### src/rtl/cgate21_pkg.sv
// Shared types and helpers for the cgate21 pipeline: function select encoding,
// per-lane complex-gate evaluation and population count.
package cgate21_pkg;

    localparam int MAX_WIDTH = 64;
    localparam int POP_W     = $clog2(MAX_WIDTH + 1);

    typedef enum logic [1:0] {
        OAI21 = 2'b00,
        AOI21 = 2'b01,
        OA21  = 2'b10,
        AO21  = 2'b11
    } mode_e;

    // Evaluated at the widest lane count; callers zero-extend and truncate.
    function automatic logic [MAX_WIDTH-1:0] cgate_eval(
        input mode_e                mode,
        input logic [MAX_WIDTH-1:0] a,
        input logic [MAX_WIDTH-1:0] b,
        input logic [MAX_WIDTH-1:0] c
    );
        logic [MAX_WIDTH-1:0] res;
        case (mode)
            OAI21:   res = ~((a | b) & c);
            AOI21:   res = ~((a & b) | c);
            OA21:    res = (a | b) & c;
            default: res = (a & b) | c;
        endcase
        return res;
    endfunction

    function automatic logic [POP_W-1:0] popcount(input logic [MAX_WIDTH-1:0] v);
        logic [POP_W-1:0] cnt;
        cnt = '0;
        for (int i = 0; i < MAX_WIDTH; i++) begin
            cnt = cnt + POP_W'(v[i]);
        end
        return cnt;
    endfunction

endpackage

### src/rtl/cgate21_slice.sv
// One elastic register slice: holds a word plus its valid bit and accepts a
// new word whenever it is empty or its current word leaves in the same cycle.
module cgate21_slice
    import cgate21_pkg::*;
#(
    parameter int W = 8
) (
    input  logic         clk,
    input  logic         r,
    input  logic         up_valid,
    output logic         up_ready,
    input  logic [W-1:0] up_data,
    output logic         dn_valid,
    input  logic         dn_ready,
    output logic [W-1:0] dn_data
);

    logic         valid_q;
    logic [W-1:0] data_q;

    // Ready passes straight through so a full chain can drain and fill together.
    assign up_ready = ~valid_q | dn_ready;
    assign dn_valid = valid_q;
    assign dn_data  = data_q;

    always_ff @(posedge clk or negedge r) begin
        if (!r) begin
            valid_q <= 1'b0;
            data_q  <= '0;
        end else if (up_ready) begin
            valid_q <= up_valid;
            if (up_valid) begin
                data_q <= up_data;
            end
        end
    end

endmodule

### src/rtl/cgate21_pipe.sv
// WIDTH-lane selectable 21-type complex gate feeding an elastic pipeline of
// STAGES slices, with a saturating counter of output bit toggles.
module cgate21_pipe
    import cgate21_pkg::*;
#(
    parameter int WIDTH  = 8,
    parameter int STAGES = 2,
    parameter int CNT_W  = 16
) (
    input  logic             clk,
    input  logic             r,
    input  logic             in_valid,
    output logic             in_ready,
    input  logic [WIDTH-1:0] a,
    input  logic [WIDTH-1:0] b,
    input  logic [WIDTH-1:0] c,
    input  logic [1:0]       mode,
    output logic [WIDTH-1:0] y,
    output logic             out_valid,
    input  logic             out_ready,
    input  logic             cnt_clr,
    output logic [CNT_W-1:0] toggle_cnt,
    output logic             cnt_sat
);

    localparam int SUM_W = CNT_W + POP_W;
    localparam logic [SUM_W-1:0] CNT_MAX = {{POP_W{1'b0}}, {CNT_W{1'b1}}};

    logic [WIDTH-1:0] front_data;
    logic [STAGES:0]  chain_valid;
    logic [STAGES:0]  chain_ready;
    logic [WIDTH-1:0] chain_data [STAGES+1];

    assign front_data = WIDTH'(cgate_eval(mode_e'(mode), MAX_WIDTH'(a),
                                          MAX_WIDTH'(b), MAX_WIDTH'(c)));

    assign chain_valid[0]      = in_valid;
    assign chain_data[0]       = front_data;
    assign in_ready            = chain_ready[0];
    assign chain_ready[STAGES] = out_ready;
    assign out_valid           = chain_valid[STAGES];
    assign y                   = chain_data[STAGES];

    for (genvar k = 0; k < STAGES; k++) begin : g_slice
        cgate21_slice #(.W(WIDTH)) u_slice (
            .clk      (clk),
            .r        (r),
            .up_valid (chain_valid[k]),
            .up_ready (chain_ready[k]),
            .up_data  (chain_data[k]),
            .dn_valid (chain_valid[k+1]),
            .dn_ready (chain_ready[k+1]),
            .dn_data  (chain_data[k+1])
        );
    end

    logic             out_xfer;
    logic [WIDTH-1:0] last_y;
    logic [POP_W-1:0] toggles;
    logic [SUM_W-1:0] sum;

    assign out_xfer = out_valid & out_ready;
    assign toggles  = popcount(MAX_WIDTH'(y ^ last_y));
    assign sum      = SUM_W'(toggle_cnt) + SUM_W'(toggles);

    // A clear drops the coincident transfer's toggles, but last_y still tracks it.
    always_ff @(posedge clk or negedge r) begin
        if (!r) begin
            last_y     <= '0;
            toggle_cnt <= '0;
            cnt_sat    <= 1'b0;
        end else begin
            if (out_xfer) begin
                last_y <= y;
            end
            if (cnt_clr) begin
                toggle_cnt <= '0;
                cnt_sat    <= 1'b0;
            end else if (out_xfer) begin
                if (sum >= CNT_MAX) begin
                    toggle_cnt <= '1;
                    cnt_sat    <= 1'b1;
                end else begin
                    toggle_cnt <= sum[CNT_W-1:0];
                end
            end
        end
    end

endmodule

### config.mk
export PLATFORM = sky130hd
export DESIGN_NAME = cgate21_pipe
export DESIGN_NICKNAME = d
export VERILOG_FILES = /design/src/rtl/cgate21_pkg.sv /design/src/rtl/cgate21_slice.sv /design/src/rtl/cgate21_pipe.sv
export SDC_FILE = /design/constraint.sdc
export NUM_CORES = 1
export LEC_CHECK = 0
export BUFFER_PORTS_ARGS = -buffer_cell sky130_fd_sc_hd__buf_2
export CORE_MARGIN = 2
export CORE_UTILIZATION = 40
export DETAILED_ROUTE_END_ITERATION = 12
export GPL_TIMING_DRIVEN = 0
export PLACE_DENSITY = 0.68
export SYNTH_ARGS = -nofsm -noshare
export SYNTH_HDL_FRONTEND = slang
export SYNTH_SLANG_ARGS = --single-unit
### constraint.sdc
create_clock -name clk -period 13.15 [get_ports clk]
set_input_delay 3.945 -clock clk [delete_from_list [all_inputs] [get_ports clk]]
set_output_delay 3.945 -clock clk [all_outputs]
set_load 0.02 [all_outputs]
---- After elaboration in Yosys (flattened, before gate mapping) ----
Index checks and enable logic that the tools add are counted.
cells by class
  $add $sub $neg .......................... 64
  multiply operators ...................... 0
  div/mod/pow operators ................... 0
  $lt $le $gt $ge ......................... 1
  equal/unequal tests ..................... 2
  shift operators ......................... 0
  mux-type cells .......................... 7
  bitwise logic cells ..................... 12
  reduce and logical (&&, ||, !) cells .... 6
operators with widths
  kind                                                   number
  adder 7 x 1 -> 7 bit, second input constant            56
  two-way mux 16 bit                                     3
  one-hot mux 8 bit (3 select lines)                     1
  adder 16 x 7 -> 17 bit                                 1
  >= comparator 17 x 16 -> 1 bit, second input constant  1
  AND 8 bit                                              2
  NOT 8 bit                                              2
  bitwise OR 8 bit                                       2
  bitwise XOR 8 bit                                      1
  adder 6 x 1 -> 7 bit                                   1
  adder 7 x 1 -> 7 bit                                   1
  adder 5 x 1 -> 6 bit                                   1
  AND reduction 2 bit                                    3
  adder 4 x 1 -> 5 bit                                   1
  adder 3 x 1 -> 4 bit                                   1
  nonzero test 2 bit                                     2
  adder 2 x 1 -> 3 bit                                   1
  two-way mux 1 bit                                      3
  adder 1 x 1 -> 2 bit                                   1
  == test 2 x 1 -> 1 bit, second input constant          1
  == test 2 bit, second input constant                   1
  zero test 2 bit                                        1
  NOT 1 bit                                              2
  bitwise OR 1 bit                                       2
  AND 1 bit                                              1
word-level totals
  flip-flop bits (word level) ............. 43
  latch bits .............................. 0
  bits in writable memories ............... 0
  memory bits (read-only) ................. 0
  bits of input ports ..................... 31
  memories kept ........................... 0

---- Depth between registers and ports, before layout ----
Gate-level depths: netlist (run 1).
  word-level depth ........................ 69
  gate-level depth with buffers ........... 14
  depth with buffers taken out ............ 14

---- Modules after synthesis ----
From an unflattened synthesis (run 1), not the netlist that was laid out.
second synthesis, totals
  cells, all modules ...................... 250
  area total of the unflattened synthesis .. 2640.0 um2
by module, submodules not included
  module         instances  cells each  area an instance (um2)
  cgate21_pipe   1          210         1869.3
  cgate21_slice  2          20          385.4

---- Worst setup path before layout (run 1) ----
No wires, ideal clock.
  path kind ............................... input -> output
  start point ............................. in out_ready
  end point ............................... out in_ready
  arrival ................................. 4.228 ns
  required time ........................... 9.205 ns
  slack ................................... 4.977 ns
  cell stages on the path ................. 1
  cell sequence ........................... nand3b_1
on the way
  word-level cells in the longest chain between the ends .. 2
ends and longest elaborated chain
  element                         line                 RTL
  start, declared                 cgate21_pipe.sv:20   input logic out_ready,
  bitwise OR 1 bit (2 in series)  cgate21_slice.sv:22  assign up_ready = ~valid_q | dn_ready;
  end, declared                   cgate21_pipe.sv:13   output logic in_ready,
No other way between the ends.

---- Final worst setup path (run 1) ----
Ends and elaborated chain as after synthesis.

==> results.toml, run 1 <==
[pwr]
total_power_uw = 654
ir_drop_mv = 0.129
p_per_area_mw_per_mm2 = 209
p_leak_nw = 1.51

[synthesis]
ys.flop_type = "dfrtp_1"
syn_nets = 327
syn_inst = 285
ys_ff_latch = 43
yosys_warnings = 0
async_flop_share_pct = 100
synth_edf_count = 0
syn_area_sq_mm = 0.00266
yosysSeqAreaShare_pct = 40.5
synth.distinct_cells = 49
avgSynthCellArea_sq_um = 9.33

[clocking]
clk_pin_slew_ns = 0.09
cts-resized-gates = 0
hold_buffers = 0
cts_max_path_buffers = 2
cts_tree = "done"
clk_latency_ns = 0.30
postCtsSetupRepairBufs = 0
cts_sinks = 43
cts_buffers = 5
htreeDepth = 2
cts-root-buf = "clkbuf_8"

[worst_setup_path]
critical_path_class = "input pin to output port"
start_kind = "input pin"
cp_data_required_time_ns = 9.20
ff2ff_setup_slack_ns = 8.47
crit_arrival_ns = 4.42
cp_max_fo = 4
endpoint_kind = "output port"

[final_layout]
drive_above_1_share_pct = 24.9
final_common_cell = "buf_2"
syn_to_final_growth_pct = 17.7
fillers = 611
antenna_cells = 0
layout.nets = 390
layout_common_cells = "56 x buf_2, 45 x nand2_1, 43 x dfrtp_1"

[grt]
grt_remaining_overflow = 0
grt_pass1_wl_microns = 10200
busiest_layer = "met2"
met1_usage_pct = 25.0
grt_max_degree = 44
grtUsageMet3_pct = 3.18
antenna_found_initial = 0
grt_pass1_vias = 2152
gr-usage-all-layers_pct = 17.4
met2_usage_pct = 26.0

[sta]
worst_pin_slew_ns = 0.940
final.setup.tns_ns = 0
period_share_pct = 63.6
setup_slack_ns = 4.78
drv_slew = 0
rsz0062_at_grt = "false"
final-setup-viol-count = 0
hold_viol_final = 0
fmax_mhz = 119
timing.final.crit_period_ns = 8.37
slew_headroom_pct = 37.4
fin_worst_skew_ns = 0.0121

[die]
die-height_microns = 85.5
die_width_microns = 85.5
io-pin-count = 58
start_util_pct = 41.6
die-area_sq_mm = 0.00732
rows = 29
coreArea_sq_mm = 0.00639

[detailed_routing]
wl_microns = 5820
drcViolationCount = 0
first_pass_iters = 4
via_per_inst = 5.17
drt_iter0_markers = 108
ant_nets = 0
num_vias = 2202
wire_per_inst_microns = 13.7

[placed_design]
post-dp-hpwl_microns = 4390
gp_congestion = 0.955
pre_cts_slack_ns = 4.77
io_buffer_count = 56

[run]
drv_cap = 0

[min_path]
hold_class = "flip-flop to flip-flop"

[run_status]
status = "complete, no violations"
## registers in the layout, summed over array words and instances, names as in the netlist
| name | count |
|---|---|
| cnt_sat | 1 |
| last_y | 8 |
| g_slice.u_slice.dn_valid | 2 |
| g_slice.u_slice.dn_data | 16 |
| toggle_cnt | 16 |
## routing by layer
layer,wire length (microns),vias to the layer above
met5,0,-
met4,129,0
met3,297,13
met2,2620,72
met1,2770,1010
li1,-,1107
## cell usage after synthesis, drive strengths merged (2+ instances only)
library cell  number  share of area (%)
a211oi             7                2.2
a21oi             26                4.9
a31oi              3               0.71
a41oi              2               0.66
and3               4               0.99
buf               13                4.0
clkbuf             8                1.3
dfrtp             43                 40
fa                 5                3.8
ha                 6                2.8
inv               15                2.1
mux2               9                3.8
nand2             45                6.4
nand2b             3               0.71
nand3              4               0.94
nand4              4                1.2
nor2              13                1.8
nor3               4                1.1
nor4b              2               0.89
o21ai             25                4.7
xnor2              9                3.0
xor2              17                5.6
## through the flow
step / utilization [%] / instance area, sq um / cells / hold slack [ns]
finish: 49.0 / 3130 / 426 / 0.479
global route: 49.0 / 3130 / 426 / 0.515
CTS: 49.0 / 3130 / 426 / 0.488
detailed placement: 47.5 / 3040 / 418 / 0.467
floorplan: - / 2660 / 285 / 0.443
global placement: 47.5 / 3040 / 418 / 0.460
## cell type report
| class | instances | area, sq um | area share, % |
|---|---|---|---|
| clock inverter | 3 | 26.3 | 0.839 |
| sequential | 43 | 1080 | 34.4 |
| tap | 77 | 96.3 | 3.08 |
| buffer | 21 | 139 | 4.44 |
| inverter | 15 | 56.3 | 1.80 |
| timing repair buffer | 56 | 280 | 8.95 |
| multi-input combinational | 206 | 1390 | 44.3 |
| clock buffer | 5 | 68.8 | 2.20 |
## power breakdown
| group | switching, mW | leakage (nW) | total [mW] | internal, mW |
|---|---|---|---|---|
| logic | 0.225 | 0.913 | 0.386 | 0.161 |
| clock network | 0.0501 | 0.0491 | 0.0892 | 0.0391 |
| registers | 0.0224 | 0.551 | 0.179 | 0.157 |
## final timing paths
kind / from / endpoint / depth (start not counted)
max: out_ready / in_ready / 3
min: g_slice[0].u_slice.dn_data[1]$_DFFE_PN0P_ / g_slice[0].u_slice.dn_data[1]$_DFFE_PN0P_ / 2
max reg2reg: g_slice[1].u_slice.dn_data[0]$_DFFE_PN0P_ / cnt_sat$_DFFE_PN0P_ / 14
min reg2reg: g_slice[0].u_slice.dn_data[1]$_DFFE_PN0P_ / g_slice[0].u_slice.dn_data[1]$_DFFE_PN0P_ / 2
max in group asynchronous: r / toggle_cnt[12]$_DFFE_PN0P_ / 1
min in group asynchronous: r / last_y[7]$_DFFE_PN0P_ / 1
## cells by family (layout without fill, tap and decap cells)
kind of cell	Yosys count	after routing	share of synthesized area, %
AOI/OAI and AO/OA	74	74	17.0
xor gates and xnor gates	26	26	8.56
adders and majority gates	11	11	6.59
buffers and inverters	36	100	7.34
DFF	43	43	40.5
muxes	9	9	3.81
and+or+nand+nor	86	86	16.2
## critical path: stages
cell and delay (ns):
buf_2 0.12, nand3b_1 0.18, buf_2 0.18
No activity file was read; power rests on OpenSTA's default activity.
==> inputs of run 2 (changes only) <==
PLACE_DENSITY = 0.7   (was 0.68)
clock period = 6.73 ns   (was 13.15 ns; I/O delays follow)
==> results.toml, run 2 (synthesized netlist as in run 1, its figures left out) <==
[final_layout]
layout_common_cells = "56 x buf_2, 45 x nand2_1, 43 x dfrtp_1"
drive_above_1_share_pct = 24.9
final_common_cell = "buf_2"
layout.nets = 390
antenna_cells = 0
syn_to_final_growth_pct = 19.4

[sta]
slew_headroom_pct = 37.4
timing.final.crit_period_ns = 4.60
worst_pin_slew_ns = 0.939
final-setup-viol-count = 0
fin_worst_skew_ns = 0.00916
hold_viol_final = 0
final.setup.tns_ns = 0
whs_ns = 0.475
rsz0062_at_grt = "false"
period_share_pct = 68.3
setup_slack_ns = 2.13
drv_slew = 0
fmax_mhz = 218

[placed_design]
pre_cts_slack_ns = 2.16
post-dp-hpwl_microns = 4310
gp_congestion = 0.955
io_buffer_count = 56

[min_path]
hold_class = "flip-flop to flip-flop"

[clocking]
clk_pin_slew_ns = 0.09
cts-resized-gates = 0
clk_latency_ns = 0.30
cts_buffers = 5
cts_max_path_buffers = 2
cts-root-buf = "clkbuf_8"
cts_sinks = 43
postCtsSetupRepairBufs = 0
hold_buffers = 0
cts_tree = "done"
htreeDepth = 2

[pwr]
p_per_area_mw_per_mm2 = 425
p_leak_nw = 1.53
ir_drop_mv = 0.317
total_power_mw = 1.35

[worst_setup_path]
endpoint_kind = "flip-flop"
cp_data_required_time_ns = 6.94
critical_path_class = "flip-flop to flip-flop"
cp_max_fo = 4
crit_arrival_ns = 4.81
start_kind = "flip-flop"

[run_status]
status = "complete, no violations"

[die]
die-height_microns = 85.5
die-area_sq_mm = 0.00732
die_width_microns = 85.5
start_util_pct = 41.6
io-pin-count = 58
rows = 29
coreArea_sq_mm = 0.00639

[grt]
grt_remaining_overflow = 0
grt_max_degree = 44
grt_pass1_vias = 2176
grtUsageMet3_pct = 2.79
grt_pass1_wl_microns = 10100
met1_usage_pct = 23.8
antenna_found_initial = 0
met2_usage_pct = 26.7
busiest_layer = "met2"
gr-usage-all-layers_pct = 17.0

[detailed_routing]
wl_microns = 5790
drcViolationCount = 0
num_vias = 2234
ant_nets = 0
via_per_inst = 5.24
drt_iter0_markers = 96
first_pass_iters = 4
wire_per_inst_microns = 13.6

[run]
drv_cap = 0
run 2: cell count changes in the layout (fill, tap and decap cells not counted):
cell / before / now
bufinv_16: 0 / 2
clkinv_4: 1 / 0
inv_6: 2 / 0
inv_8: 0 / 1
run 2: cell type report:
cell class,instances,area [sq um]
repair buffers,56,280
clock inverters,3,71.3
flip-flops and latches,43,1080
fillers,611,3210
plain buffers,21,139
clock buffers,5,68.8
well taps,77,96.3
multi-input cells,206,1390
inverters,15,56.3
run 2: worst max-delay path, cell delays in order, from the launching register on:
cell and delay (ns):
dfrtp_1 0.43, xor2_1 0.20, fa_1 0.46, fa_1 0.54, inv_1 0.05, fa_1 0.52, inv_1 0.05, fa_1 0.47
fa_1 0.46, a211oi_2 0.44, nor2_1 0.19, xnor2_1 0.17, o2111a_1 0.19, nand4_1 0.12, a31oi_1 0.20
run 2: per-stage QoR:
step	std cells	utilization [%]	area, sq um
after detailed placement	418	47.5	3040
after global placement	418	47.5	3040
after CTS	426	49.7	3180
after global routing	426	49.7	3180
final	426	49.7	3180
after floorplan	285	-	2660
run 2: final timing paths:
path / startpoint / to / slack, ns / depth (start not counted)
setup / recovery: g_slice[1].u_slice.dn_data[2]$_DFFE_PN0P_ / cnt_sat$_DFFE_PN0P_ / 2.13 / 14
hold / removal: g_slice[0].u_slice.dn_data[1]$_DFFE_PN0P_ / g_slice[0].u_slice.dn_data[1]$_DFFE_PN0P_ / 0.47 / 2
setup reg to reg: g_slice[1].u_slice.dn_data[2]$_DFFE_PN0P_ / cnt_sat$_DFFE_PN0P_ / 2.13 / 14
hold reg to reg: g_slice[0].u_slice.dn_data[1]$_DFFE_PN0P_ / g_slice[0].u_slice.dn_data[1]$_DFFE_PN0P_ / 0.47 / 2
max in group asynchronous: r / toggle_cnt[12]$_DFFE_PN0P_ / 4.28 / 1
min in group asynchronous: r / g_slice[0].u_slice.dn_data[5]$_DFFE_PN0P_ / 1.86 / 1
run 2: power by group:
group / total, mW / internal, mW / switching (mW)
clock network: 0.247 / 0.151 / 0.0966
logic: 0.751 / 0.313 / 0.439
registers: 0.350 / 0.306 / 0.0442
run 2: per-layer routing:
layer  vias up  wire (microns)
li1       1103               -
met1      1068            2780
met2        53            2670
met3        10             234
met4         0             106
met5         -               0
